**src/rtl/axis_sc_mapper.sv**
```systemverilog
// Subcarrier mapper: one input frame of NSC samples becomes an NFFT-beat frame with GLO leading zeros, then the samples, then trailing zeros.
// Latency: one registered output stage; an input beat accepted in ACTIVE appears on m_tvalid one cycle later.
// Backpressure: the output register advances on !m_tvalid || m_tready; s_tready follows that advance in ACTIVE and is forced high in DROP.
module axis_sc_mapper #(
  parameter int DW   = 16,
  parameter int NFFT = 1024,
  parameter int NSC  = 839,
  parameter int GLO  = 93,
  parameter int CW   = 11
) (
  input  logic          clk,
  input  logic          rst,
  input  logic [DW-1:0] s_tdata,
  input  logic          s_tvalid,
  input  logic          s_tlast,
  output logic          s_tready,
  output logic [DW-1:0] m_tdata,
  output logic          m_tvalid,
  output logic          m_tlast,
  input  logic          m_tready,
  output logic          err_short,
  output logic          err_long
);

  typedef enum logic [2:0] {IDLE, LEAD, ACTIVE, TAIL, DROP} state_t;

  localparam logic [CW-1:0] IDX_LAST = CW'(NFFT - 1);
  localparam logic [CW-1:0] GLO_LAST = CW'((GLO > 0) ? GLO - 1 : 0);
  localparam logic [CW-1:0] NSC_LAST = CW'(NSC - 1);

  state_t        state;
  logic [CW-1:0] idx;
  logic [CW-1:0] k;
  logic          drop_pend;

  logic adv;
  logic k_full;
  logic go_long;
  logic idx_end;

  assign adv      = !m_tvalid || m_tready;
  assign s_tready = ((state == ACTIVE) && adv) || (state == DROP);
  // k counts beats accepted before the current one, so k == NSC-1 means this beat is the NSC-th.
  assign k_full   = (k == NSC_LAST);
  assign go_long  = k_full && !s_tlast;
  assign idx_end  = (idx == IDX_LAST);

  always_ff @(posedge clk or negedge rst) begin
    if (!rst) begin
      state     <= IDLE;
      idx       <= '0;
      k         <= '0;
      drop_pend <= 1'b0;
      m_tvalid  <= 1'b0;
      m_tlast   <= 1'b0;
      m_tdata   <= '0;
      err_short <= 1'b0;
      err_long  <= 1'b0;
    end else begin
      err_short <= 1'b0;
      err_long  <= 1'b0;
      case (state)
        IDLE: begin
          if (adv) begin
            m_tvalid <= 1'b0;
            m_tlast  <= 1'b0;
          end
          if (s_tvalid) begin
            k     <= '0;
            state <= (GLO > 0) ? LEAD : ACTIVE;
          end
        end

        LEAD: begin
          if (adv) begin
            m_tvalid <= 1'b1;
            m_tdata  <= '0;
            m_tlast  <= 1'b0;
            idx      <= idx + 1'b1;
            if (idx == GLO_LAST) state <= ACTIVE;
          end
        end

        ACTIVE: begin
          if (adv) begin
            if (s_tvalid) begin
              m_tvalid <= 1'b1;
              m_tdata  <= s_tdata;
              m_tlast  <= idx_end;
              k        <= k + 1'b1;
              if (s_tlast || k_full) begin
                err_short <= !k_full;
                err_long  <= go_long;
                drop_pend <= go_long;
                // With no tail guard the last active beat closes the output frame itself.
                if (idx_end) begin
                  idx   <= '0;
                  state <= go_long ? DROP : IDLE;
                end else begin
                  idx   <= idx + 1'b1;
                  state <= TAIL;
                end
              end else begin
                idx <= idx + 1'b1;
              end
            end else begin
              m_tvalid <= 1'b0;
              m_tlast  <= 1'b0;
            end
          end
        end

        TAIL: begin
          if (adv) begin
            m_tvalid <= 1'b1;
            m_tdata  <= '0;
            m_tlast  <= idx_end;
            if (idx_end) begin
              idx   <= '0;
              state <= drop_pend ? DROP : IDLE;
            end else begin
              idx <= idx + 1'b1;
            end
          end
        end

        DROP: begin
          if (adv) begin
            m_tvalid <= 1'b0;
            m_tlast  <= 1'b0;
          end
          if (s_tvalid && s_tlast) begin
            drop_pend <= 1'b0;
            state     <= IDLE;
          end
        end

        default: state <= IDLE;
      endcase
    end
  end

endmodule

```
**config.mk**
```make
export PLATFORM = sky130hd
export DESIGN_NAME = axis_sc_mapper
export DESIGN_NICKNAME = d
export VERILOG_FILES = /design/src/rtl/axis_sc_mapper.sv
export SDC_FILE = /design/constraint.sdc
export NUM_CORES = 1
export LEC_CHECK = 0
export ABC_AREA = 1
export CORE_ASPECT_RATIO = 0.8
export CORE_MARGIN = 1
export CORE_UTILIZATION = 48
export CTS_CLUSTER_DIAMETER = 80
export DETAILED_ROUTE_END_ITERATION = 7
export GPL_ROUTABILITY_DRIVEN = 0
export PLACE_DENSITY = 0.87
export SYNTH_ARGS = -nofsm -noshare
export SYNTH_HDL_FRONTEND = slang
export SYNTH_SLANG_ARGS = --single-unit
```
**constraint.sdc**
```tcl
create_clock -name clk -period 1.4 [get_ports clk]
set_input_delay 0.42 -clock clk [delete_from_list [all_inputs] [get_ports clk]]
set_output_delay 0.42 -clock clk [all_outputs]
set_load 0.005 [all_outputs]
```
==> metrics.cfg <==
[placement]
portBuffers=41
dp_slack_ns=-0.695
hpwl_um=4760
place_area_um2=3310

[cts]
cts-root-buf=clkbuf_8
clk_transition_reported_paths_ns=0.10
numClockSinks=46
cts.path.max_buffers=2
clk_latency_ns=0.33
h-tree-depth=2
cts_inserted_buffers=5
cts_tree=done

[flow_run]
maxCapViolCount=0

[floorplanning]
ios=42
die_height_um=65.9
core_um2=4730
num_rows=22
die_w_um=81.9
dieArea_um2=5400
start_util_pct=51.8

[drt]
drt_pass1_iterations=8
drc=41
wl_per_cell_um=26.1
drtIter0Drc=480
via_count=3535
via_per_inst=6.79
postRouteAntennaNets=0
wl_um=13600

[logic_synthesis]
yosysSeqAreaShare_pct=46.9
netlist_area_um2=2450
ys_ff_latch=46
async_flop_share_pct=100
syn_avg_cell_area_um2=7.45
syn_inst=329
ys.flop_type=dfrtp_1
yosys_warnings=0
syn_nets=354
synth-edff-count=0
synth_cell_type_count=25

[sta]
fin_tns_setup_ns=-14.61
worst_pin_slew_ns=0.599
period_share_pct=146
skew_ns=0.0127
maxSlewHeadroom_pct=59.9
finalSetupViolations=53
hold_slack_ns=0.0166
period_minus_slack_ns=2.04
hold_violations=0
slew_viol_final=0
clock.fmax_mhz=490
rsz0062_at_grt=yes
fin_ws_ns=-0.642

[setup_path]
worstPathRequired_ns=1.59
r2r_slack_ns=-0.64
cp-end-kind=register
crit_type=register to register
cp_max_fo=5
start_kind=register
critPathArrivalTime_ns=2.24

[final_layout]
final_common_cell=nand2_1
final_cell_mix=nand2_1 (74), buf_4 (63), dfrtp_1 (45), inv_1 (30), nand2_2 (23)
syn2layout_area_growth_pct=80.5
multi_input_area_um2=1650
drive_above_1_share_pct=45.6
antennaDiodeCount=0
register_area_um2=1150
fillers=132
layout.nets=486
fin_area_um2=4430

[global_route]
grt_usage_pct=35.4
antenna_found_initial=0
grt_pass1_vias=2940
overflow=0
grt_first_pass_wirelength_um=13900
grt_max_degree=19

[status]
outcome=finished, violations left
violations=design-rule violations, negative setup slack

[pwr]
finalPower_mw=9.12
leakage_nw=2.12
power_per_cell_area_nw_per_um2=2060
ir_drop_v=0.00153

[hold_path]
hold_path_class=input port to asynchronous set/reset pin

==> Yosys cell counts, types with 4 or more instances <==
cell type | number | share of area (%)
nand3_1 | 19 | 3.9
a21oi_1 | 5 | 1.0
o21ai_0 | 23 | 4.7
xor2_1 | 4 | 1.4
nand2_1 | 108 | 17
nor3_1 | 5 | 1.0
nand4_1 | 7 | 1.8
o21ai_1 | 13 | 2.7
nor2_2 | 4 | 1.0
nor2_1 | 31 | 4.7
nand2_2 | 5 | 1.3
dfrtp_1 | 46 | 47
inv_2 | 5 | 0.77
inv_1 | 35 | 5.4
ha_1 | 4 | 2.0
==> sequential cells by signal, indices dropped and copies added, names as in the netlist <==
register	count
drop_pend	1
err_long	1
err_short	1
idx	11
k	11
m_tdata	16
m_tlast	1
m_tvalid	1
state	3
==> kinds of logic (layout without fill, tap and decap cells) <==
group           Yosys count  in the layout  share of synthesized area (%)
simple gates            184            185                           32.1
flops                    46             46                           46.9
buf+inv                  46            177                           7.81
compound gates           44             44                           9.34
xor+xnor                  5              5                           1.79
fa+ha+maj                 4              4                           2.04
==> worst paths after layout <==
check / from / end / cells past startpoint
max in group asynchronous: rst / k[8]$_DFFE_PN0P_ / 2
setup reg to reg: k[4]$_DFFE_PN0P_ / idx[3]$_DFFE_PN0P_ / 6
hold reg to reg: m_tdata[15]$_DFFE_PN0P_ / m_tdata[15]$_DFFE_PN0P_ / 2
hold / removal: rst / k[6]$_DFFE_PN0P_ / 1
setup / recovery: k[4]$_DFFE_PN0P_ / idx[3]$_DFFE_PN0P_ / 6
min in group clk: m_tdata[15]$_DFFE_PN0P_ / m_tdata[15]$_DFFE_PN0P_ / 2
==> timing repair <==
item / 4_1_cts / 5_1_grt
setup endpoints to repair: 66 / 58
hold buffers: 0 / 0
gates cloned: 2 / 3
resized for setup: 98 / 125
pin swaps: 22 / 28
setup buffers: 16 / 25
==> critical path: stages, from the launching register on <==
cell     delay [ns]
dfrtp_1        0.47
nor2_1         0.50
nand3_4        0.22
nand2_8        0.17
nand2_1        0.11
nor3_2         0.31
nor2_1         0.11
==> cell type report <==
type / count / share of cell area [%]
Multi-Input combinational cell: 238 / 37.3
Timing Repair Buffer: 130 / 28.5
Sequential cell: 46 / 26.0
Inverter: 40 / 3.90
Clock buffer: 6 / 1.87
Tap cell: 60 / 1.70
Clock inverter: 1 / 0.679
==> report_power, final <==
part | internal [mW] | switching, mW | leakage, nW
clock | 0.572 | 0.507 | 0.0573
combinational | 2.66 | 3.28 | 1.47
sequential | 1.71 | 0.390 | 0.598
total | 4.94 | 4.18 | 2.12
==> through the flow <==
| step | util, % | std cells |
|---|---|---|
| final | 93.5 | 521 |
| after global routing | 93.5 | 521 |
| after CTS | 79.5 | 497 |
| after detailed placement | 70.0 | 475 |
| after global placement | 70.0 | 475 |
| after floorplan | - | 329 |
==> routing by layer <==
metal	part of all wire (%)	vias to the layer above	wire length, um	global-route usage (%)
met4	10	2	1410	24.1
li1	-	1308	-	-
met2	42	420	5740	57.3
met3	14	185	1920	8.55
met5	0.0073	-	1	0
met1	33	1620	4540	41.2
Note: power is estimated with default switching activity, not from simulation.
